===== config.mk =====
export PLATFORM = sky130hd
export DESIGN_NAME = truth_table_sweeper_flat
export DESIGN_NICKNAME = d
export VERILOG_FILES = /design/src/rtl/truth_table_sweeper_if.sv /design/src/rtl/truth_table_sweeper.sv /design/src/flat_wrapper.sv
export SDC_FILE = /design/constraint.sdc
export NUM_CORES = 1
export LEC_CHECK = 0
export ABC_AREA = 1
export BUFFER_PORTS_ARGS = -buffer_cell sky130_fd_sc_hd__buf_2
export CAP_MARGIN = 20
export CELL_PAD_IN_SITES_DETAIL_PLACEMENT = 1
export CELL_PAD_IN_SITES_GLOBAL_PLACEMENT = 2
export CORE_UTILIZATION = 25
export CTS_CLUSTER_DIAMETER = 60
export DETAILED_ROUTE_END_ITERATION = 12
export PLACE_DENSITY_LB_ADDON = 0.08
export SLEW_MARGIN = 20
export SYNTH_ARGS = -nofsm -noshare
export SYNTH_HDL_FRONTEND = slang
export SYNTH_SLANG_ARGS = --single-unit

===== constraint.sdc =====
create_clock -name clk -period 1.7 [get_ports clk]
set_clock_uncertainty 0.2 [all_clocks]
set_input_delay 0.085 -clock clk [delete_from_list [all_inputs] [get_ports clk]]
set_output_delay 0.085 -clock clk [all_outputs]
set_load 0.1 [all_outputs]

===== src/rtl/truth_table_sweeper_if.sv =====
// truth_table_sweeper_if
// Row stream carrying one captured truth-table row per transfer.
//   row_valid  master->slave  row_in/row_out hold a captured row
//   row_ready  slave->master  consumer accepts the row this cycle
//   row_in     master->slave  input vector of the row (IN_W bits)
//   row_out    master->slave  sampled DUT response (OUT_W bits)
interface truth_table_sweeper_if #(
  parameter int IN_W  = 3,
  parameter int OUT_W = 2
);
  logic             row_valid;
  logic             row_ready;
  logic [IN_W-1:0]  row_in;
  logic [OUT_W-1:0] row_out;

  modport master (output row_valid, output row_in, output row_out, input row_ready);
  modport slave  (input row_valid, input row_in, input row_out, output row_ready);
endinterface


===== src/rtl/truth_table_sweeper.sv =====
// truth_table_sweeper
// Self-running stimulus/capture engine. It walks every IN_W-bit input vector
// and holds each vector SETTLE cycles. It then samples the DUT response and
// streams the (input, output) row out. Each accepted row is folded into a
// rotate-xor signature.
// Optional feature: define TT_SWEEP_GRAY_EN to sweep in Gray-code order
// (one DUT input toggles between rows); otherwise binary order.
// Ports:
//   clk, rst_n     clock, asynchronous active-low reset
//   start          one-cycle sweep request (ignored while busy)
//   dut_in         vector driven to the DUT
//   dut_out        DUT response
//   row            row stream (master side of truth_table_sweeper_if)
//   busy           sweep in progress
//   done           sweep complete, held until next start
//   signature      running/final signature
//   expected_sig   reference signature
//   pass           done & (signature == expected_sig)
module truth_table_sweeper #(
  parameter int IN_W   = 3,
  parameter int OUT_W  = 2,
  parameter int SETTLE = 2,
  parameter int SIG_W  = 16
) (
  input  logic                   clk,
  input  logic                   rst_n,
  input  logic                   start,
  output logic [IN_W-1:0]        dut_in,
  input  logic [OUT_W-1:0]       dut_out,
  truth_table_sweeper_if.master  row,
  output logic                   busy,
  output logic                   done,
  output logic [SIG_W-1:0]       signature,
  input  logic [SIG_W-1:0]       expected_sig,
  output logic                   pass
);

  localparam int CNT_W = $clog2(SETTLE + 1);
  localparam logic [CNT_W-1:0] SETTLE_C = CNT_W'(SETTLE);
  // idx carries one extra bit so the last-row compare never aliases on wrap.
  localparam logic [IN_W:0] LAST_IDX = {1'b0, {IN_W{1'b1}}};

  typedef enum logic [1:0] {S_IDLE, S_DRIVE, S_EMIT, S_DONE} state_t;

  state_t            state;
  logic [IN_W:0]     idx;
  logic [IN_W:0]     idx_next;
  logic [CNT_W-1:0]  cnt;
  logic [SIG_W-1:0]  row_word;
  logic [SIG_W-1:0]  next_sig;

  function automatic logic [IN_W-1:0] vec(input logic [IN_W:0] i);
`ifdef TT_SWEEP_GRAY_EN
    vec = i[IN_W-1:0] ^ (i[IN_W-1:0] >> 1);
`else
    vec = i[IN_W-1:0];
`endif
  endfunction

  assign idx_next = idx + (IN_W+1)'(1);

  // Current row zero-extended to the signature width, then folded in
  // with a rotate-left-by-one so the signature depends on row order.
  always_comb begin
    row_word = '0;
    row_word[IN_W+OUT_W-1:0] = {row.row_in, row.row_out};
    next_sig = {signature[SIG_W-2:0], signature[SIG_W-1]} ^ row_word;
  end

  assign pass = done & (signature == expected_sig);

  // Sweep sequencer: DRIVE holds a vector for SETTLE cycles and samples on
  // the last one, and EMIT presents the row until it is accepted.
  always_ff @(posedge clk or negedge rst_n) begin
    if (!rst_n) begin
      state         <= S_IDLE;
      idx           <= '0;
      cnt           <= '0;
      dut_in        <= '0;
      row.row_valid <= 1'b0;
      row.row_in    <= '0;
      row.row_out   <= '0;
      busy          <= 1'b0;
      done          <= 1'b0;
      signature     <= '0;
    end else begin
      case (state)
        S_IDLE, S_DONE: begin
          if (start) begin
            idx       <= '0;
            signature <= '0;
            done      <= 1'b0;
            busy      <= 1'b1;
            cnt       <= SETTLE_C;
            dut_in    <= vec('0);
            state     <= S_DRIVE;
          end
        end
        S_DRIVE: begin
          cnt <= cnt - 1'b1;
          if (cnt == CNT_W'(1)) begin
            row.row_in    <= dut_in;
            row.row_out   <= dut_out;
            row.row_valid <= 1'b1;
            state         <= S_EMIT;
          end
        end
        S_EMIT: begin
          if (row.row_ready) begin
            signature     <= next_sig;
            row.row_valid <= 1'b0;
            if (idx == LAST_IDX) begin
              done  <= 1'b1;
              busy  <= 1'b0;
              state <= S_DONE;
            end else begin
              idx    <= idx_next;
              dut_in <= vec(idx_next);
              cnt    <= SETTLE_C;
              state  <= S_DRIVE;
            end
          end
        end
        default: state <= S_IDLE;
      endcase
    end
  end

endmodule


===== src/flat_wrapper.sv =====
// flat-port wrapper written by rule: the top's interface ports become plain ports
module truth_table_sweeper_flat 
#(
  parameter int IN_W   = 3,
  parameter int OUT_W  = 2,
  parameter int SETTLE = 2,
  parameter int SIG_W  = 16
)
  (clk, rst_n, start, dut_in, dut_out, busy, done, signature, expected_sig, pass, row_row_valid, row_row_in, row_row_out, row_row_ready);
  truth_table_sweeper_if #(.IN_W(IN_W), .OUT_W(OUT_W)) row_i ();
  input  logic clk;
  input  logic rst_n;
  input  logic start;
  output logic [IN_W-1:0] dut_in;
  input  logic [OUT_W-1:0] dut_out;
  output logic busy;
  output logic done;
  output logic [SIG_W-1:0] signature;
  input  logic [SIG_W-1:0] expected_sig;
  output logic pass;
  output wire logic [$bits(row_i.row_valid)-1:0] row_row_valid;
  output wire logic [$bits(row_i.row_in)-1:0] row_row_in;
  output wire logic [$bits(row_i.row_out)-1:0] row_row_out;
  input wire logic [$bits(row_i.row_ready)-1:0] row_row_ready;
  assign row_row_valid = row_i.row_valid;
  assign row_row_in = row_i.row_in;
  assign row_row_out = row_i.row_out;
  assign row_i.row_ready = row_row_ready;
  truth_table_sweeper #(.IN_W(IN_W), .OUT_W(OUT_W), .SETTLE(SETTLE), .SIG_W(SIG_W)) u_core (.clk(clk), .rst_n(rst_n), .start(start), .dut_in(dut_in), .dut_out(dut_out), .row(row_i), .busy(busy), .done(done), .signature(signature), .expected_sig(expected_sig), .pass(pass));
endmodule

After elaboration in Yosys (flattened, before gate mapping)
Index checks and enable logic that the tools add are counted.
{ "word_totals": {"register_bits": 35, "input_bits": 22} }
{ "classes": {"n_addsub": 2, "eq_ne": 11, "mux": 31, "n_bitwise": 2, "reduce_logical": 11} }
{ "ops": {"columns": ["operator", "n"], "rows": [
  ["16-bit 2-to-1 mux", 2],
  ["16-bit case mux with 2 select lines", 1],
  ["16-bit equality test", 1],
  ["16-bit by 5-bit bitwise XOR with 16-bit output", 1],
  ["2-bit 2-to-1 mux", 7],
  ["4-bit 2-to-1 mux", 3],
  ["2-bit case mux with 3 select lines", 2],
  ["3-bit AND reduction", 4],
  ["3-bit 2-to-1 mux", 3],
  ["1-bit 2-to-1 mux", 8],
  ["4-bit case mux with 2 select lines", 1],
  ["4-bit AND reduction", 2],
  ["2-bit != test, second input constant", 3],
  ["1-bit case mux with 2 select lines", 3],
  ["3-bit case mux with 2 select lines", 1],
  ["4-bit by 1-bit adder with 4-bit output, second input constant", 1],
  ["2-bit by 1-bit equality test with 1-bit output, second input constant", 2],
  ["2-bit equality test, second input constant", 2],
  ["4-bit by 3-bit equality test with 1-bit output, second input constant", 1],
  ["2-bit by 1-bit != test with 1-bit output, second input constant", 2],
  ["2-bit nonzero test", 2],
  ["2-bit logical NOT", 1],
  ["2-bit AND reduction", 1],
  ["2-bit OR reduction", 1],
  ["other kinds (2)", 2]
]} }

Longest topological paths before layout
{ "logic_depth": {"depth_word": 4, "depth_mapped": 9, "depth_no_buf": 9} }

Worst setup path before layout
OpenSTA, ideal clock, no wires.
{ "synth_timing": {"path_kind": "flip-flop to output port", "start": "reg u_core.signature[7]", "end": "out pass", "t_arrival_ns": 2.743, "required_time_ns": 1.415, "setup_slack_ns": -1.328, "stages_incl_launch_ff": 9, "path_cell_list": "dfrtp_1 inv_1 nand2_1 nand2_1 nor2_1 nand2_1 nor2_1 nand2_1 nor2_1"} }
{ "synth_between": {"elab_chain_cells": 2} }
{ "synth_lines": {"columns": ["item", "line", "source"], "rows": [
  ["from (decl)", "truth_table_sweeper.sv:33", "output logic [SIG_W-1:0] signature,"],
  ["from (signal assigned)", "truth_table_sweeper.sv:110", "signature <= next_sig;"],
  ["16-bit equality test", "truth_table_sweeper.sv:70", "assign pass = done & (signature == expected_sig);"],
  ["1-bit bitwise AND", "truth_table_sweeper.sv:70", null],
  ["to (decl)", "flat_wrapper.sv:20", "output logic pass;"]
]} }
No other way between the ends.

Final worst setup path
{ "layout_timing": {"start": "reg u_core.signature[14]", "end": "out pass"} }
The elaborated chain is that of the path after synthesis.

==> reports/summary.txt <==
post-DR vias/cell = 4.308
peak supply drop = 1.006 mV
port buffer count = 49
RSZ-0062 raised after global routing = true
Worst Tran Pin Value = 0.4894 ns
commonest cells in the netlist = nand2_1, inv_1, dfrtp_1
Placer Congestion = 0.7597
Sink Count = 32
routed wire length per instance = 13.63 um
status = finished with violations
Initial Utilization = 26.03%
number of synthesized flops with an enable pin = 0
core area = 6869 um^2
#FFs+latches synth = 32
CP max stage delay = 0.51 ns
Max Cap Violations = 0
initial antenna violation count = 0
Longest Clk Path Bufs = 2
Hold Path Class = input port to asynchronous set/reset pin
largest net degree at the start of global routing = 18
Seq/Total Area, Yosys = 44.79%
Reg2Reg Setup Slack = 0.06 ns
clk_lat worst skew = 0.29 ns
failing checks = setup timing
endpoint class of the critical path = output port
Buf+Inv Stages, Crit Path = 1
Flop pwr share = 22.2%
ys async rst share = 100.0%
vias = 1706
Post-Route WL = 5396 um
clk slew on worst S/H paths = 0.08 ns
drt initial violations = 49
first-pass GRT wire length = 8873 um
R2R Path Start = u_core.state[0]$_DFFE_PN0P_
ANT cells = 0
Final ANT Viol Nets = 0
Worst Setup Slack, final = -0.1454 ns
P_int = 2.518 mW
portion of total power attributed to the clock network = 15.7%
first-pass iteration count of the detailed router = 4
die span in y = 86.57 um
Final Hold Fails = 0
number of I/O pins = 50
max_slew headroom = 67.59%
dominant synthesized flop cell = dfrtp_1
Remaining Overflow, GRT = 0
overall die area = 7494 um^2
Mapped Cells = 218
detailed placer's ending HPWL = 4175 um
Placed Area = 2322 um^2
Crit path max-delay family = flip-flops
Reg2Reg Depth = 4
synth warn = 0
power per cell area = 2015 nW/um^2
worst hold slack = 0.05676 ns
Nets = 326
Lkg Pwr = 1.293 nW
distinct cell type count after synthesis = 32
Crit Reg-Reg Endpoint = u_core.row.row_in[0]$_DFFE_PN0P_
Worst path slowest cell = dfrtp_4
DRC = 0
fin area = 2625 um^2
switching power = 2.772 mW
min Tclk post-route = 1.845 ns
most frequent cell after synthesis = nand2_1
max-slew violation count = 0
WP data arrival = 1.56 ns
Yosys top cell by area = dfrtp_1
CTS tree = yes
cts bufs inserted = 5
vias in the first global route = 1731
critical path class = register to output port
crit-path cells = xor2_1 > nor3_1 > nand2_2 > nor2_4 > buf_12
Synthesized Nets = 245
CP max FO = 4
final worst-path cycle share = 108.6%
switch share = 52.40%
share of layout cells above drive strength 1 = 44.33%
Placement Rows = 30
chip width = 86.57 um
Crit path required time = 1.41 ns
top-area cell type share of the netlist area = 44.79%
Syn Area/Cell = 8.202 um^2
setup slack at placement = -0.02276 ns
Total Routing Usage GR = 15.71%
setup violators final = 1
P&R area growth vs syn = 46.82%
H-tree Lvls = 2
Post-Syn Area = 1788 um^2
logic gate share of total power = 62.1%
top cells by area, synth = dfrtp_1, nand2_1, inv_1
CP Launch Type = register
Root Driver = clkbuf_8
fmax = 0.5419 GHz
==> per-stage QoR <==
step	utilization, %	TNS, ns	total power, mW	std cells
final	38.21	-0.1454	5.289	396
after global routing	38.21	-0.2523	5.599	396
after CTS	37.18	-0.1626	5.119	392
after detailed placement	33.81	-0.04499	4.189	374
after global placement	33.81	0	4.170	374
after floorplan	-	-0.1662	3.407	218
==> worst reg2reg max path, cell delays in order (launching register included) <==
cell,delay (ns)
dfrtp_1,0.39
buf_4,0.14
ha_1,0.22
nand2_1,0.21
mux2_2,0.36
==> final cells by class <==
type | count | area, um^2
well taps | 96 | 120.1
clock inverters | 1 | 30.03
inverters | 36 | 142.6
fillers | 841 | 4244
multi-input cells | 144 | 849.6
repair buffers | 80 | 529.3
clock buffers | 7 | 96.34
flip-flops and latches | 32 | 857.1
==> power groups by stage <==
stage	clock, mW	sequential (mW)	combinational, mW
6_report	0.830	1.17	3.29
5_1_grt	0.871	1.20	3.53
4_1_cts	0.840	1.18	3.10
3_5_place_dp	0	1.20	2.99
3_3_place_gp	0	1.20	2.97
2_1_floorplan	0	2.16	1.24
==> repair_timing <==
action,in CTS,in global routing
buffers inserted,7,3
pin swaps,11,4
resized for setup,7,8
cloned,0,1
endpoints found under the hold margin,34,0
hold buffers,3,0
setup endpoints to repair,9,10
==> sequential cells by signal, summed over array words and instances, names as in the netlist, 2 cells and up <==
| register | flops |
|---|---|
| u_core.row.row_in | 3 |
| u_core.row.row_out | 2 |
| u_core.idx | 2 |
| u_core.cnt | 2 |
| u_core.state | 2 |
| u_core.signature | 16 |
| u_core.dut_in | 2 |
==> cell usage in the layout, fill, tap and decap left out, types with 2 or more instances in the layout <==
cell	instances
dfrtp_2	3
o21ai_0	24
nor2_1	13
xor2_1	4
o21ai_1	3
buf_2	48
dlygate4sd3_1	3
o211ai_1	4
ha_1	4
dfrtp_4	14
a21oi_1	6
nand3_1	12
o22ai_1	2
nor2_4	3
inv_1	26
buf_4	25
buf_12	3
dfrtp_1	15
inv_2	9
o21ai_2	2
clkbuf_8	7
mux2_2	3
nand2_2	4
nand2_1	43
o31ai_1	3
nor2_2	3
==> per-layer routing <==
layer / track usage [%] / up-vias / part of all wire (%)
li1: - / 864 / -
met3: 2.952 / 5 / 3.2
met5: 0 / - / 0
met4: 4.091 / 0 / 1.0
met2: 26.26 / 33 / 47
met1: 20.89 / 804 / 48
==> worst max path at each step <==
stage / end / cells after the start / startpoint / slack, ns
after floorplan: pass / 4 / u_core.signature[14]$_DFFE_PN0P_ / -0.17
after global placement: u_core.idx[2]$_DFFE_PN0P_ / 9 / u_core.state[0]$_DFFE_PN0P_ / 0.03
after detailed placement: u_core.idx[2]$_DFFE_PN0P_ / 9 / u_core.state[0]$_DFFE_PN0P_ / -0.02
after CTS: pass / 8 / u_core.signature[0]$_DFFE_PN0P_ / -0.16
after global routing: pass / 8 / u_core.signature[15]$_DFFE_PN0P_ / -0.25
final: pass / 5 / u_core.signature[14]$_DFFE_PN0P_ / -0.15
==> cell families after synthesis <==
logic type                 count (synthesis)  synth area share, %
xor gates and xnor gates                   4                1.959
muxes                                      4                2.449
AOI/OAI and AO/OA                         48                16.52
buffers and inverters                     43                11.06
adders and majority gates                  5                3.499
and+or+nand+nor                           82                19.73
DFF                                       32                44.79
No activity file was read; power rests on OpenSTA's default activity.
